===== src/rtl/fetch_pc_unit.sv =====
// Program counter owner and single-outstanding instruction fetch sequencer.
// Fetches over req/ack, presents the word to decode over valid/ready, then advances the PC.
module fetch_pc_unit #(
    parameter logic [31:0] RESET_PC = 32'h00000000,
    parameter int          TIMEOUT  = 16
) (
    input  logic        clk,
    input  logic        rstN,
    input  logic [31:0] nextPC,
    output logic [31:0] currentPC,
    output logic        imemReq,
    output logic [31:0] imemAddr,
    input  logic        imemAck,
    input  logic [31:0] imemData,
    output logic        instrValid,
    output logic [31:0] instr,
    output logic [31:0] instrPC,
    input  logic        decodeReady,
    output logic [31:0] retiredCount,
    output logic        fault,
    output logic [1:0]  faultCode,
    output logic [31:0] faultPC
);

    typedef enum logic [1:0] {FETCH, ISSUE, FAULT} state_t;

    localparam logic [7:0] WAIT_LAST = 8'(TIMEOUT - 1);

    state_t     state;
    logic [7:0] wait_cnt;

    always_ff @(posedge clk) begin
        if (!rstN) begin
            state        <= FETCH;
            currentPC    <= RESET_PC;
            instr        <= '0;
            instrPC      <= '0;
            retiredCount <= '0;
            fault        <= 1'b0;
            faultCode    <= 2'b00;
            faultPC      <= '0;
            wait_cnt     <= '0;
        end else begin
            case (state)
                FETCH: begin
                    // An ack on the timeout cycle still wins over the fault.
                    if (imemAck) begin
                        instr    <= imemData;
                        instrPC  <= currentPC;
                        wait_cnt <= '0;
                        state    <= ISSUE;
                    end else if (wait_cnt == WAIT_LAST) begin
                        fault     <= 1'b1;
                        faultCode <= 2'b10;
                        faultPC   <= currentPC;
                        state     <= FAULT;
                    end else begin
                        wait_cnt <= wait_cnt + 8'd1;
                    end
                end
                ISSUE: begin
                    if (decodeReady) begin
                        // A misaligned target still retires the instruction that produced it.
                        retiredCount <= retiredCount + 32'd1;
                        if (nextPC[1:0] == 2'b00) begin
                            currentPC <= nextPC;
                            state     <= FETCH;
                        end else begin
                            fault     <= 1'b1;
                            faultCode <= 2'b01;
                            faultPC   <= nextPC;
                            state     <= FAULT;
                        end
                    end
                end
                default: state <= FAULT;
            endcase
        end
    end

    assign imemReq    = rstN && (state == FETCH);
    assign imemAddr   = currentPC;
    assign instrValid = (state == ISSUE);

endmodule


===== config.mk =====
export PLATFORM = sky130hd
export DESIGN_NAME = fetch_pc_unit
export DESIGN_NICKNAME = d
export VERILOG_FILES = /design/src/rtl/fetch_pc_unit.sv
export SDC_FILE = /design/constraint.sdc
export NUM_CORES = 1
export LEC_CHECK = 0
export CAP_MARGIN = 20
export CORE_MARGIN = 1
export CORE_UTILIZATION = 40
export CTS_CLUSTER_DIAMETER = 120
export DETAILED_ROUTE_END_ITERATION = 12
export PLACE_DENSITY = 0.73
export SLEW_MARGIN = 25
export SYNTH_ARGS = -nofsm -noshare
export SYNTH_HDL_FRONTEND = slang
export SYNTH_SLANG_ARGS = --single-unit

===== constraint.sdc =====
create_clock -name clk -period 3.3 [get_ports clk]
set_input_delay 0.99 -clock clk [delete_from_list [all_inputs] [get_ports clk]]
set_output_delay 0.99 -clock clk [all_outputs]
set_load 0.01 [all_outputs]

### After elaboration in Yosys (flattened, before gate mapping)

Cells that the tools add are included.

| word-level totals | value |
|---|---|
| bits in registers | 173 |
| output and inout port bits | 197 |
| input bits | 68 |
| word-level logic and storage cells | 50 |

| operators by class | value |
|---|---|
| add/sub/neg operators | 2 |
| eq/ne operators | 8 |
| reductions and logical operators | 10 |
| muxes and demuxes | 21 |

Operator list:

| cell | count |
|---|---|
| $mux 32 | 4 |
| $pmux 32 s2 | 1 |
| $add 32x1->32 const B | 1 |
| $mux 8 | 2 |
| $mux 2 | 7 |
| $add 8x1->8 const B | 1 |
| $eq 8x4->1 const B | 1 |
| $ne 2x2->1 const B | 4 |
| $pmux 2 s2 | 2 |
| $reduce_and 2->1 | 4 |
| $reduce_and 5->1 | 1 |
| $logic_not 2->1 | 2 |
| $mux 1 | 4 |
| $ne 3x3->1 const B | 1 |
| $reduce_and 3->1 | 1 |
| $eq 2x1->1 const B | 1 |
| $ne 2x1->1 const B | 1 |
| $pmux 1 s2 | 1 |
| $reduce_bool 2->1 | 1 |
| $logic_and 1x1->1 | 1 |

### Longest topological paths before layout

| logic depth | value |
|---|---|
| depth after elaboration | 4 |
| mapped depth | 7 |
| mapped depth without buffers | 5 |

### Worst setup path after synthesis

Ideal clock, no wire load.

| path | value |
|---|---|
| path kind | input port to output port |
| start | input rstN |
| end | output imemReq |
| arrival | 2005 ps |
| path slack | 305 ps |
| stages on the path | 5 |
| required time | 2310 ps |
| cell sequence | clkbuf_1 > inv_1 > clkbuf_1 > clkbuf_1 > nor3_1 |

| on the way | value |
|---|---|
| longest elaborated chain between the ends | 1 |

RTL lines:

| item | line | RTL |
|---|---|---|
| start, declared | 8 | `input logic rstN,` |
| $logic_and 1x1->1 | 81 | `assign imemReq = rstN && (state == FETCH);` |
| end, declared | 11 | `output logic imemReq,` |

No other way between the ends.

### Worst setup path after layout

Same ends and word-level chain as after synthesis.

==> results.sh <==
export IMPL_status="completed"
export IMPL_dp_hpwl_um=13500
export IMPL_dpl_instance_area_um2=9730
export IMPL_synthSimpleGateAreaFrac_pct=20.4
export IMPL_clkSlewWorstSetupHoldPaths_ns=0.07
export IMPL_synth_compound_area_share_pct=17.0
export IMPL_diodes=0
export IMPL_layout_commonest_cell="clkdlybuf4s50_1"
export IMPL_grt_pass1_vias=6045
export IMPL_routed_via_density=5.19
export IMPL_synth_fa_ha_area_share_pct=0.349
export IMPL_die_h_um=136
export IMPL_synth_edff_count=0
export IMPL_totalWireLength_um=20600
export IMPL_synth_flop_cell="dfxtp_1"
export IMPL_max_freq_mhz=318
export IMPL_min_period_ns=3.14
export IMPL_syn_inst=855
export IMPL_area_growth_pct=43.6
export IMPL_cp_end_kind="primary output"
export IMPL_crit_fanout=2
export IMPL_grt_pass1_wl_um=31700
export IMPL_cts_tree="yes"
export IMPL_holdWs_ns=0.452
export IMPL_p_sw_share_pct=25.5
export IMPL_postCtsSetupBuffers=0
export IMPL_p_leak_nw=3.38
export IMPL_track_usage_pct=22.0
export IMPL_multiInputGateArea_um2=3200
export IMPL_hold_depth=2
export IMPL_post_drt_wl_per_cell_um=15.9
export IMPL_layout_drive_gt1_share_pct=5.34
export IMPL_drc=0
export IMPL_critPathMaxStageDelay_ns=0.56
export IMPL_finalInstanceArea_um2=10300
export IMPL_synthMuxAreaShare_pct=5.17
export IMPL_insertion_delay_ns=0.42
export IMPL_die_area_um2=18400
export IMPL_clkSinkCount=173
export IMPL_path_cells="clkdlybuf4s50_1 > inv_4 > nor3_1 > dlygate4sd2_1"
export IMPL_cts_htree_levels=4
export IMPL_initial_core_util_pct=41.1
export IMPL_seq_area_frac_synth_pct=48.3
export IMPL_worst_pin_slew_ns=0.939
export IMPL_worstSetupPathType="in2out"
export IMPL_clockBufferDepth=2
export IMPL_cp_required_ns=2.31
export IMPL_die_w_um=136
export IMPL_power_switching_mw=1.17
export IMPL_setup_viol=0
export IMPL_ant_nets=0
export IMPL_async_flop_share_pct=0
export IMPL_peakVddDrop_v=0.000378
export IMPL_antenna_found_initial=0
export IMPL_reg2reg_from="state[0]"
export IMPL_p_clk_share_pct=40.9
export IMPL_nNetsFinal=1125
export IMPL_io_buffers=264
export IMPL_setup_tns_ns=0
export IMPL_worst_ep_arrival_time_ns=2.15
export IMPL_cap_violations=0
export IMPL_power_density_nw_per_um2=449
export IMPL_grt_setup_unrepaired="no"
export IMPL_synth_fp_nets=925
export IMPL_reg2reg_depth=4
export IMPL_maxSlewViolCount=0
export IMPL_final_cell_mix="clkdlybuf4s50_1 (263), nand2_1 (213), dfxtp_1 (173)"
export IMPL_cts_buffers=17
export IMPL_internal_power_mw=3.44
export IMPL_n_fill_cell=1604
export IMPL_worst_path_max_delay_cell="clkdlybuf4s50_1"
export IMPL_ys_seq_elements=173
export IMPL_period_share_pct=95.3
export IMPL_hold_violations=0
export IMPL_ys_types=42
export IMPL_overflow=0
export IMPL_combPwrFrac_pct=11.7
export IMPL_synth_xor_area_share_pct=1.34
export IMPL_drt_iter0_drc=407
export IMPL_critPathLaunchType="input pin"
export IMPL_hold_path_end="instrPC[30]"
export IMPL_max_slew_margin_pct=37.4
export IMPL_syn_avg_cell_area_um2=8.38
export IMPL_regArea_um2=3460
export IMPL_rrSetupSlack_ns=1.08
export IMPL_ys_warn_count=0
export IMPL_hp_start="instrPC[30]"
export IMPL_gp_congestion=0.762
export IMPL_syn_area_um2=7160
export IMPL_floorplan_core_area_um2=17400
export IMPL_cts_root_buf="clkbuf_16"
export IMPL_synth_top_family_by_area="simple AND/OR/NAND/NOR gates"
export IMPL_grt_max_degree=87
export IMPL_rows=48
export IMPL_seqPwrFrac_pct=47.4
export IMPL_ios=265
export IMPL_vias=6714
export IMPL_skew_ns=0.00971
export IMPL_drtPass1Iterations=5
export IMPL_r2r_end="retiredCount[20]"
export IMPL_hold_path_class="reg2reg"
[cell type report]
type | count | area share, %
clock buffers | 22 | 4.61
flip-flops and latches | 173 | 33.7
well taps | 225 | 2.74
inverters | 4 | 0.170
multi-input cells | 582 | 31.1
repair buffers | 277 | 26.9
clock inverters | 10 | 0.803
[power by group through the flow]
| stage | Clock, mW | Sequential (mW) | Combinational [mW] |
|---|---|---|---|
| CTS | 1.92 | 2.19 | 0.547 |
| finish | 1.88 | 2.19 | 0.541 |
| floorplan | 0 | 2.25 | 0.248 |
| global route | 2.01 | 2.19 | 0.587 |
| global placement | 0 | 2.23 | 0.542 |
| detailed placement | 0 | 2.23 | 0.545 |
[layer usage]
metal  GRT usage (%)  share of wire (%)  up-vias
met4            8.93                2.3        0
met2            35.7                 48      202
li1                -                  -     3330
met3            6.19                6.8       26
met5               0                  0        -
met1            27.3                 43     3156
[worst max-delay path by stage]
| stage | startpoint | slack, ns | endpoint | cells after the start |
|---|---|---|---|---|
| after detailed placement | rstN | -0.13 | imemReq | 4 |
| after global placement | rstN | -0.15 | imemReq | 4 |
| final | rstN | 0.16 | imemReq | 4 |
| after CTS | rstN | 0.17 | imemReq | 4 |
| after floorplan | rstN | 0.30 | imemReq | 5 |
| after global routing | rstN | 0.12 | imemReq | 4 |
[sequential cells by signal, indices dropped and copies added (netlist names), 2 cells and up]
register,flops
retiredCount,32
faultPC,32
instrPC,32
currentPC,32
faultCode,2
state,2
instr,32
wait_cnt,8
[cell families after synthesis]
logic type | after synthesis
buf+inv | 100
simple gates | 321
compound gates | 211
xor+xnor | 11
fa+ha+maj | 2
flops | 173
mux | 37
[stage by stage]
stage               util, %  instances  worst slack, ns  power (mW)
floorplan                 -        855            0.305        2.50
global placement       55.9       1261           -0.147        2.77
detailed placement     55.9       1261           -0.126        2.78
CTS                    59.1       1293            0.173        4.66
global route           59.1       1293            0.116        4.79
finish                 59.1       1293            0.155        4.61
[cell usage after synthesis, types with 10 or more instances]
| library cell | number | area share, % |
|---|---|---|
| nand3_1 | 12 | 0.84 |
| a211oi_1 | 33 | 3.5 |
| mux2i_1 | 37 | 5.2 |
| clkbuf_1 | 41 | 2.1 |
| or4_1 | 10 | 1.0 |
| nand4_1 | 11 | 0.96 |
| nor2_1 | 19 | 1.0 |
| buf_2 | 13 | 0.91 |
| buf_4 | 36 | 3.8 |
| a21oi_1 | 148 | 10 |
| nand2_1 | 214 | 11 |
| dfxtp_1 | 173 | 48 |
[what timing repair did]
item	CTS	global route
resized for setup	1	0
setup endpoints to repair	1	0
hold buffers	0	0
[critical path, delay by kind of cell]
kind | cells | cell delay (ns)
buffers and inverters | 3 | 0.91
and+or+nand+nor | 1 | 0.25
No activity file was read; power rests on OpenSTA's default activity.
==> RTL change, RTL diff (config.mk and constraints unchanged) <==
Change the parameter `TIMEOUT` from 16 to 15.
--- a/src/rtl/fetch_pc_unit.sv
+++ b/src/rtl/fetch_pc_unit.sv
@@ -4,3 +4,3 @@
     parameter logic [31:0] RESET_PC = 32'h00000000,
-    parameter int          TIMEOUT  = 16
+    parameter int          TIMEOUT  = 15
 ) (
Formal check against the unedited RTL: no difference found for any inputs over 4 cycles, from zero or initial values and one cycle with rstN low; that may be too few to reach the edited logic, so the function may still have changed.
==> RTL change against the original RTL <==
Synthesized area is 1.9% higher; sequential cell count stayed put; register-to-register slack worse by 0.14 ns; via count is 3.0% higher; routed wire length is 4.9% higher; total power is 1.3% higher; count of clock-buffer cells in the layout is 2 lower; hold slack hardly changed; first-iteration DRC count is 1.5% higher; sequential share of layout area is 0.65 points lower; largest power group unchanged; setup slack better by 0.28 ns; clock skew hardly changed; design area is 2.0% higher.
==> RTL change: results (changes against the original RTL) <==
outcome:
  outcome: "finished clean"
layout:
  nMultiInputCombCells: 577  # -0.86%
  nFlopsAndLatches: 173  # unchanged
  final_cell_count_no_fill: 1299  # +0.46%
  ff_latch_area_sq_um: 3460  # about the same
  clk_share: 0.0571  # +0.00300
  drive_above_1_share: 0.0551  # +0.00177
  fill_cells: 1621  # +1.1%
  bufAreaShareNonClock: 0.266  # -0.00323
  multi_input_area_share: 0.317  # +0.00572
  nets: 1129  # +0.36%
  nClkBuffers: 20  # -9.1%
  diodes: 0  # unchanged
  inv_count: 7  # +3
  buffers: 282  # +1.8%
clocking:
  htree_levels: 4  # unchanged
  ctsResizeCount: 0  # -1
routing:
  met3WireLength_um: 1810  # +28%
  wl_per_cell_um: 16.6  # +4.4%
  wl_met2_um: 10300  # +4.4%
  drtIter0Drc: 413  # +1.5%
  vias: 6917  # +3.0%
  met1_length_um: 9170  # +3.3%
placement:
  place.gp.congestion: 0.811  # +6.4%
  dp.final_hpwl_um: 14100  # +4.1%
  placed_area_sq_um: 9890  # +1.7%
  dp_slack_ns: 0.271  # +0.396 ns
worst_setup_path:
  r2r_end: "retiredCount[23]$_SDFFE_PN0N_"
  arrival_ns: 1.88  # -0.27 ns
  rr_worst_depth: 5  # +1
  rrSetupSlack_ns: 0.94  # -0.14 ns
die:
  taps: 229  # +1.8%
power:
  switching_power_mw: 1.14  # -3.2%
  power.clock.fraction: 0.438  # +0.029
  leakage_nw: 3.49  # +3.2%
  ir_drop_uv: 374  # -0.98%
  finalPower_mw: 4.67  # +1.3%
yosys:
  synthFlopType: "dfxtp_1"
  syn_area_per_cell_sq_um: 8.54  # +1.9%
  ys_seq_area_frac: 0.474  # -0.00903
  synth_area_leaders: "dfxtp_1 47%, nand2_1 11%, a21oi_1 8.2%, mux2i_1 4.1%, a22o_1 3.8%"
  netlist_top_cells_count: "207 x nand2_1, 173 x dfxtp_1, 119 x a21oi_1, 44 x clkbuf_1"
  yosysUniqueCellTypes: 47  # +12%
  syn-num-nets: 926  # +0.11%
global_routing:
  grtUsageMet3: 0.0693  # +0.00737
  grt_use_met1: 0.286  # +0.0123
  grt_first_pass_wirelength_um: 32900  # +3.9%
  globalRouteMet2Util: 0.374  # +0.0174
  first_global_vias: 6309  # +4.4%
  gr-usage-all-layers: 0.229  # +0.00903
  grt_max_degree: 77  # -11%
timing:
  setup_slack_ns: 0.431  # +0.276 ns
  holdWs_ns: 0.452  # +0.000126 ns
  finClkSkew_ns: 0.00953  # -0.000178 ns
  worstMarginPinSlew_ns: 0.979  # +0.0407 ns
hold_path:
  min_from: "instrPC[18]$_SDFFE_PN0N_"
  worst_hold_path.endpoint: "instrPC[18]$_SDFFE_PN0N_"
[RTL change: critical path, cell delays in order]
cell and delay, ns:
buf_2 0.14, inv_4 0.04, nor2_1 0.14, clkdlybuf4s50_1 0.56
[RTL change: cells by family after synthesis]
family,count (synthesis),synth area share
AOI/OAI and AO/OA,216,0.190
buffers and inverters,105,0.0735
and+or+nand+nor,311,0.196
muxes,30,0.0411
DFF,173,0.474
xor gates and xnor gates,17,0.0204
adders and majority gates,3,0.00514
[RTL change: how the worst max path moves through the flow]
stage                               endpoint   startpoint  slack, ns
3_3_place_gp   retiredCount[23]$_SDFFE_PN0N_  decodeReady       0.37
6_report                             imemReq         rstN       0.43
4_1_cts                              imemReq         rstN       0.41
2_1_floorplan                        imemReq         rstN       0.32
5_1_grt                              imemReq         rstN       0.41
3_5_place_dp   retiredCount[31]$_SDFFE_PN0N_  decodeReady       0.27
